<file path="src/rtl/ldst_unit.sv">
// Memory stage of the Buraq-mini RV32IM pipeline: one data-memory access per instruction
// over req/gnt/rvalid, with byte-lane store alignment and load extraction/extension.
module ldst_unit #(
    parameter int DataWidth    = 32,
    parameter int AddrWidth    = 32,
    parameter int RegAddrWidth = 5
) (
    input  logic                    brq_clk,
    input  logic                    brq_rst,
    input  logic                    ieu_mem_ren,
    input  logic                    ieu_mem_wen,
    input  logic                    ieu_memtoreg,
    input  logic                    ieu_regfile_en,
    input  logic [RegAddrWidth-1:0] ieu_addr_dst,
    input  logic [2:0]              ieu_func3,
    input  logic [DataWidth-1:0]    ieu_mem_addr,
    input  logic [DataWidth-1:0]    ieu_store_data,
    input  logic [DataWidth-1:0]    ieu_alu_result_dealy,
    output logic                    dmem_req,
    output logic                    dmem_we,
    output logic [3:0]              dmem_be,
    output logic [AddrWidth-1:0]    dmem_addr,
    output logic [DataWidth-1:0]    dmem_wdata,
    input  logic                    dmem_gnt,
    input  logic                    dmem_rvalid,
    input  logic [DataWidth-1:0]    dmem_rdata,
    output logic                    ldst_stall,
    output logic                    ldst_regfile_en,
    output logic                    ldst_memtoreg,
    output logic [RegAddrWidth-1:0] ldst_addr_dst,
    output logic [DataWidth-1:0]    ldst_mem_result,
    output logic [DataWidth-1:0]    ldst_alu_result,
    output logic                    ldst_misaligned
);

    typedef enum logic [1:0] {IDLE, WAIT_GNT, WAIT_RVALID} state_t;

    state_t               state;
    logic [1:0]           byte_off;
    logic                 mem_op;
    logic                 misaligned;
    logic                 aligned_op;
    logic                 complete;
    logic [DataWidth-1:0] shifted;
    logic [DataWidth-1:0] load_ext;

    assign byte_off   = ieu_mem_addr[1:0];
    assign mem_op     = ieu_mem_ren | ieu_mem_wen;
    // Misalignment is only judged when a new instruction is first seen.
    assign misaligned = (state == IDLE) && mem_op &&
                        (((ieu_func3[1:0] == 2'b01) && byte_off[0]) ||
                         ((ieu_func3[1:0] == 2'b10) && (byte_off != 2'b00)));
    assign aligned_op = mem_op && !misaligned;

    assign dmem_req  = ((state == IDLE) && aligned_op) || (state == WAIT_GNT);
    assign dmem_we   = dmem_req && ieu_mem_wen;
    assign dmem_addr = {ieu_mem_addr[AddrWidth-1:2], 2'b00};

    always_comb begin
        dmem_be    = 4'b1111;
        dmem_wdata = ieu_store_data;
        case (ieu_func3[1:0])
            2'b00: begin
                dmem_be    = 4'b0001 << byte_off;
                dmem_wdata = {4{ieu_store_data[7:0]}};
            end
            2'b01: begin
                dmem_be    = 4'b0011 << byte_off;
                dmem_wdata = {2{ieu_store_data[15:0]}};
            end
            default: ;
        endcase
    end

    assign shifted = dmem_rdata >> {byte_off, 3'b000};

    always_comb begin
        load_ext = shifted;
        case (ieu_func3)
            3'b000:  load_ext = {{24{shifted[7]}}, shifted[7:0]};
            3'b100:  load_ext = {24'b0, shifted[7:0]};
            3'b001:  load_ext = {{16{shifted[15]}}, shifted[15:0]};
            3'b101:  load_ext = {16'b0, shifted[15:0]};
            default: load_ext = shifted;
        endcase
    end

    always_comb begin
        complete = 1'b1;
        case (state)
            IDLE:        complete = !aligned_op || (ieu_mem_wen && dmem_gnt);
            WAIT_GNT:    complete = ieu_mem_wen && dmem_gnt;
            WAIT_RVALID: complete = dmem_rvalid;
            default:     complete = 1'b1;
        endcase
    end

    assign ldst_stall = !complete;

    always_ff @(posedge brq_clk or negedge brq_rst) begin
        if (!brq_rst) begin
            state           <= IDLE;
            ldst_regfile_en <= 1'b0;
            ldst_memtoreg   <= 1'b0;
            ldst_addr_dst   <= '0;
            ldst_mem_result <= '0;
            ldst_alu_result <= '0;
            ldst_misaligned <= 1'b0;
        end else begin
            case (state)
                IDLE:
                    if (aligned_op && !(ieu_mem_wen && dmem_gnt))
                        state <= dmem_gnt ? WAIT_RVALID : WAIT_GNT;
                WAIT_GNT:
                    if (dmem_gnt) state <= ieu_mem_wen ? IDLE : WAIT_RVALID;
                WAIT_RVALID:
                    if (dmem_rvalid) state <= IDLE;
                default: state <= IDLE;
            endcase

            // A stalled cycle becomes a bubble so writeback sees each result once.
            if (ldst_stall) begin
                ldst_regfile_en <= 1'b0;
                ldst_misaligned <= 1'b0;
            end else begin
                ldst_regfile_en <= ieu_regfile_en && !misaligned;
                ldst_misaligned <= misaligned;
                ldst_memtoreg   <= ieu_memtoreg;
                ldst_addr_dst   <= ieu_addr_dst;
                ldst_alu_result <= ieu_alu_result_dealy;
                if (state == WAIT_RVALID) ldst_mem_result <= load_ext;
            end
        end
    end

endmodule
</file>
<file path="config.mk">
export PLATFORM = sky130hd
export DESIGN_NAME = ldst_unit
export DESIGN_NICKNAME = d
export VERILOG_FILES = /design/src/rtl/ldst_unit.sv
export SDC_FILE = /design/constraint.sdc
export NUM_CORES = 1
export LEC_CHECK = 0
export BUFFER_PORTS_ARGS = -buffer_cell sky130_fd_sc_hd__buf_2
export CAP_MARGIN = 0
export CORE_AREA = 2 2 111 113
export CTS_CLUSTER_DIAMETER = 50
export DETAILED_ROUTE_END_ITERATION = 7
export DIE_AREA = 0 0 113 115
export PLACE_DENSITY = 0.79
export SYNTH_ARGS = -nofsm -noshare
export SYNTH_HDL_FRONTEND = slang
export SYNTH_SLANG_ARGS = --single-unit
</file>
<file path="constraint.sdc">
create_clock -name brq_clk -period 4 [get_ports brq_clk]
set_input_delay 0.4 -clock brq_clk [delete_from_list [all_inputs] [get_ports brq_clk]]
set_output_delay 0.4 -clock brq_clk [all_outputs]
set_load 0.01 [all_outputs]
</file>
## Word-level counts from Yosys, hierarchy flattened

Index checks and enable logic that the tools add are counted.

| storage, ports and cells | value |
|---|---|
| word-level logic and storage cells | 56 |
| memories kept | 0 |
| memory bits (writable) | 0 |
| latch bits | 0 |
| input bits | 144 |
| register bits after elaboration | 74 |
| memory bits (read-only) | 0 |
| output and inout bits | 143 |

| operators by class | value |
|---|---|
| bitwise logic cells | 1 |
| shift operators | 3 |
| div/mod/pow operators | 0 |
| magnitude comparators | 0 |
| reductions and logical operators | 23 |
| multiplexer cells | 12 |
| $add $sub $neg | 0 |
| equal/unequal tests | 10 |
| multipliers | 0 |

Operators with widths:

| kind | number |
|---|---|
| $pmux 32 s4 | 1 |
| $pmux 32 s2 | 1 |
| $shr 32x5->32 | 1 |
| $logic_and 1x1->1 | 10 |
| $mux 2 | 5 |
| $pmux 4 s2 | 1 |
| $eq 3x3->1 const B | 2 |
| $pmux 2 s3 | 1 |
| $eq 2x1->1 const B | 2 |
| $eq 2x2->1 const B | 2 |
| $logic_not 1->1 | 4 |
| $logic_not 2->1 | 2 |
| $ne 2x2->1 const B | 2 |
| $shl 1x2->4 const A | 1 |
| $shl 2x2->4 const A | 1 |
| $eq 3x1->1 const B | 1 |
| $logic_not 3->1 | 1 |
| $logic_or 1x1->1 | 3 |
| $pmux 1 s3 | 1 |
| $reduce_and 3->1 | 1 |
| $mux 1 | 2 |
| $ne 2x1->1 const B | 1 |
| $reduce_and 2->1 | 1 |
| $reduce_bool 2->1 | 1 |
| $or 1x1->1 | 1 |

## Depth between registers and ports, before layout

| logic depth | value |
|---|---|
| word-level depth | 10 |
| mapped depth | 7 |
| depth with buffers taken out | 4 |

## Least setup slack after synthesis

No wires, ideal clock.

| path | value |
|---|---|
| kind | input-to-reg |
| from | input port ieu_mem_addr[0] |
| to | register ldst_mem_result[23] |
| stages | 6 |
| slack | 2.051 ns |
| arrival | 1.845 ns |
| cell sequence | buf_4 nand2b_1 mux4_2 or4_4 buf_6 o311ai_1 |

| on the way | value |
|---|---|
| cells in the longest elaborated chain, start to end | 10 |

RTL lines:

| what | line | RTL |
|---|---|---|
| from (decl) | 16 | `input logic [DataWidth-1:0] ieu_mem_addr,` |
| $reduce_bool 2->1 | 52 | `((ieu_func3[1:0] == 2'b10) && (byte_off != 2'b00)));` |
| $logic_and 1x1->1 | 52 |  |
| $logic_or 1x1->1 | 51 | `(((ieu_func3[1:0] == 2'b01) && byte_off[0]) \|\|` |
| $logic_and 1x1->1 | 50 | `assign misaligned = (state == IDLE) && mem_op &&` |
| $logic_not 1->1 | 53 | `assign aligned_op = mem_op && !misaligned;` |
| $logic_and 1x1->1 | 53 |  |
| $logic_not 1->1 | 91 | `IDLE: complete = !aligned_op \|\| (ieu_mem_wen && dmem_gnt);` |
| $logic_or 1x1->1 | 91 |  |
| $pmux 1 s3 | 90 | `case (state)` |
| $reduce_and 2->1 (no line) | n/a |  |
| to (signal assigned) | 131 | `if (state == WAIT_RVALID) ldst_mem_result <= load_ext;` |
| to (decl) | 31 | `output logic [DataWidth-1:0] ldst_mem_result,` |

Several ways; a longest one is shown, not always the timed one.
A chain may end at the register's enable or synchronous reset.

## Worst setup path in the final report

| path | value |
|---|---|
| from | input port ieu_mem_addr[0] |
| to | output port ldst_stall |

| on the way | value |
|---|---|
| cells in the longest elaborated chain, start to end | 10 |

RTL lines:

| what | line | RTL |
|---|---|---|
| $reduce_bool 2->1 | 52 |  |
| $logic_and 1x1->1 | 52 |  |
| $logic_or 1x1->1 * | 51 |  |
| $logic_and 1x1->1 * | 50 |  |
| $logic_not 1->1 * | 53 |  |
| $logic_and 1x1->1 * | 53 |  |
| $logic_not 1->1 * | 91 |  |
| $logic_or 1x1->1 * | 91 |  |
| $pmux 1 s3 * | 90 |  |
| $logic_not 1->1 * | 98 | `assign ldst_stall = !complete;` |
| to (decl) | 27 | `output logic ldst_stall,` |

Mark *: on every way between the ends. The rest lies on a longest branch, timed or not.

==> results_dict.tcl <==
set metrics [dict create \
    cts.htree.levels 3 \
    cts_repair_resized_insts 0 \
    tightest_slew_ns 0.937 \
    synth_fa_ha_area_frac 0 \
    timing.final.setup_violations 0 \
    failed_checks "DRC" \
    antenna_found_initial 0 \
    timing.setup.critical_path_class "in -> out" \
    yosysUniqueCellTypes 37 \
    timing.critical_path.mode_cell "sky130_fd_sc_hd__buf_2" \
    required_time_of_the_critical_path_ns 3.60 \
    initial_utilization 0.347 \
    worst_path_maximum_fanout 33 \
    multi_input_area_um2 1830 \
    register_area_um2 1850 \
    avgSynthCellArea_um2 10.1 \
    vdd_drop_max_mv 0.163 \
    finalCritPeriodShare 0.645 \
    rsz0062_at_grt "false" \
    tritoncts_num_sinks 74 \
    routed_via_density 4.89 \
    holdBufCountCts 0 \
    power_report.internal_total_mw 1.98 \
    power_frac_seq 0.383 \
    worst_skew_pair.late_latency_ns 0.32 \
    fp.dieArea_um2 13000 \
    design.final.nets 721 \
    syn-cell-area_um2 4100 \
    cells_after_synthesis 405 \
    yosys.area_share.xor_xnor 0 \
    rows 40 \
    post_synth_mux_area_share 0.217 \
    slew_viol_final 0 \
    setup-tns-final_ns 0 \
    cap_viol_max_count 0 \
    switching_share 0.316 \
    combPwrFrac 0.317 \
    report.final.hold_viol_count 0 \
    placement.io_buffers 224 \
    dieWidth_um 113 \
    synth_seq_cells 74 \
    max_clock_freq_ghz 0.388 \
    yosys.area_share.simple 0.128 \
    grt_start_max_net_pins 75 \
    grt_overflow_total 0 \
    wire_length_of_the_first_global_routing_pass_um 19000 \
    cts_post_setup_buffers_inserted 0 \
    worst_hold_path_type "in -> async" \
    place.gp.congestion 0.824 \
    cts_bufs_inserted 9 \
    max-slew-margin-rel 0.370 \
    critical_path.max_stage_delay_ns 0.59 \
    worst_path_max_delay_cell "sky130_fd_sc_hd__buf_2" \
    cts_tree "yes" \
    run_status "complete, but fails checks" \
    core_area_um2 11800 \
    num-fill-cells 1108 \
    clock_path_buffers 2 \
    clockRootBuffer "sky130_fd_sc_hd__clkbuf_16" \
    placed_area_um2 5020 \
    drtAntennaViolNets 0 \
    p_per_area_nw_per_um2 541 \
    first_iter_violations 251 \
    critical_path.endpoint_type "output pin" \
    grt_usage 0.192 \
    critical_path.n_buffers_inverters 2 \
    ys_seq_area_frac 0.451 \
    syn_to_final_growth_pct 30.5 \
    first_global_vias 3516 \
    ios 287 \
    crit_chain "buf_2 > o21ai_0 > o21ai_1 > a21oi_4 > buf_2" \
    clock_input_transition_at_the_sequential_cells_of_the_worst_setup_and_hold_paths_ns 0.06 \
    avgRoutedWirePerCell_um 17.6 \
    place.detailed.hpwl_um 10100 \
    startpoint_type "primary input" \
    drt-total-wl_um 12800 \
    worst_path_dominant_cell_family "compound AO/OA/AOI/OAI gates" \
    power.leakage_nw 2.76 \
    ratio_of_cells_with_drive_above_1_in_the_final_layout 0.519 \
    detail_route.drc_violations 40 \
    synth_top_family_by_area "multiplexers" \
    final_design_area_no_fill_um2 5350 \
    drtPass1Iterations 7 \
    yosysWarningCount 0 \
    synth_compound_area_frac 0.0970 \
    net-switching-power_mw 0.916 \
    crit_arrival_ns 2.18 \
    fin_crit_ns 2.58 \
    route.vias.total 3570 \
    die-height_um 115 \
    power.clock.fraction 0.300 \
    fin_clk_skew_ns 0.00591 \
]
## routing by layer
| layer | GRT usage | vias to the layer above | wire length [um] |
|---|---|---|---|
| met2 | 0.348 | 193 | 6590 |
| met4 | 0.0691 | 0 | 258 |
| met1 | 0.219 | 1644 | 4900 |
| li1 | - | 1715 | - |
| met3 | 0.0501 | 18 | 1080 |
| met5 | 0 | - | 0 |
## cells in the final DEF, fill, tap and decap left out, types with 8 or more instances in the layout
cell                        Yosys  layout
sky130_fd_sc_hd__nor2_1        26      26
sky130_fd_sc_hd__buf_2          7     223
sky130_fd_sc_hd__a221o_1        8       8
sky130_fd_sc_hd__dfrtp_1       74      74
sky130_fd_sc_hd__mux2_2        54      54
sky130_fd_sc_hd__nand3_1       15      15
sky130_fd_sc_hd__nand2_1       51      51
sky130_fd_sc_hd__o21ai_0       27      27
sky130_fd_sc_hd__mux2i_1       26      26
sky130_fd_sc_hd__clkbuf_16      0       9
sky130_fd_sc_hd__a21oi_1       19      18
## final cells by class
type                    count  share of cell area
diodes                      1            0.000468
clock buffers              10              0.0447
clock inverters             6              0.0166
inverters                   4             0.00281
multi-input cells         262               0.342
flip-flops and latches     74               0.346
well taps                 147              0.0344
repair buffers            226               0.213
## stage by stage
| step | setup WS [ns] | power [mW] | util | hold WS, ns | cells |
|---|---|---|---|---|---|
| floorplan | 2.05 | 1.64 | - | 0.104 | 406 |
| global placement | 1.26 | 2.03 | 0.425 | 0.461 | 713 |
| detailed placement | 1.19 | 2.05 | 0.425 | 0.468 | 713 |
| CTS | 1.39 | 2.93 | 0.453 | 0.244 | 729 |
| global route | 1.24 | 3.07 | 0.453 | 0.288 | 729 |
| finish | 1.42 | 2.89 | 0.453 | 0.212 | 730 |
## cell usage after synthesis (all sizes together)
| cell | instances | share of area |
|---|---|---|
| and3 | 2 | 0.0031 |
| o21bai | 3 | 0.0055 |
| mux2 | 54 | 0.15 |
| nor3b | 2 | 0.0037 |
| clkbuf | 15 | 0.014 |
| mux4 | 1 | 0.0055 |
| conb | 1 | 0.00091 |
| a221o | 8 | 0.020 |
| nor3 | 1 | 0.0012 |
| o211a | 1 | 0.0024 |
| nand2 | 51 | 0.047 |
| o31a | 1 | 0.0021 |
| o2bb2ai | 1 | 0.0021 |
| inv | 4 | 0.0037 |
| o311ai | 1 | 0.0021 |
| nand3 | 15 | 0.018 |
| o31ai | 1 | 0.0018 |
| and2 | 7 | 0.011 |
| nand2b | 3 | 0.0046 |
| a211oi | 1 | 0.0018 |
| o21ai | 28 | 0.034 |
| mux2i | 26 | 0.063 |
| nor2 | 26 | 0.024 |
| a21oi | 19 | 0.023 |
| or2 | 1 | 0.0015 |
| nand3b | 1 | 0.0018 |
| dfrtp | 74 | 0.45 |
| nor4 | 1 | 0.0052 |
| buf | 51 | 0.088 |
| or3 | 1 | 0.0015 |
| or4 | 1 | 0.0027 |
| a31o | 1 | 0.0021 |
| nor2b | 2 | 0.0031 |
## power by group through the flow
stage	clock network, mW	registers (mW)	logic, mW
after floorplan	0	1.22	0.424
after global placement	0	1.12	0.913
after detailed placement	0	1.12	0.930
after CTS	0.891	1.11	0.933
after global routing	0.923	1.13	1.02
final	0.869	1.11	0.919
## flip-flops by register name, summed over array words and instances (netlist names)
register,flops
ldst_memtoreg,1
ldst_regfile_en,1
ldst_mem_result,32
ldst_misaligned,1
ldst_addr_dst,5
state,2
ldst_alu_result,32
## cells by family after synthesis
logic type	Yosys count
simple gates	114
flops	74
other cells	1
compound gates	65
buf+inv	70
mux	81
## worst paths after layout
kind,startpoint,slack [ns],cells past startpoint,end
worst min-delay path,brq_rst,0.21,1,ldst_regfile_en$_DFF_PN0_
min in group brq_clk,ieu_alu_result_dealy[30],0.31,2,ldst_alu_result[30]$_DFFE_PN0P_
worst max register to register,state[1]$_DFFE_PN0P_,1.73,5,ldst_alu_result[0]$_DFFE_PN0P_
max in group asynchronous,brq_rst,3.17,1,ldst_mem_result[25]$_DFFE_PN0P_
worst min register to register,ldst_mem_result[1]$_DFFE_PN0P_,0.48,2,ldst_mem_result[1]$_DFFE_PN0P_
worst max-delay path,ieu_mem_addr[0],1.42,5,ldst_stall
(Power assumes the default switching activity.)
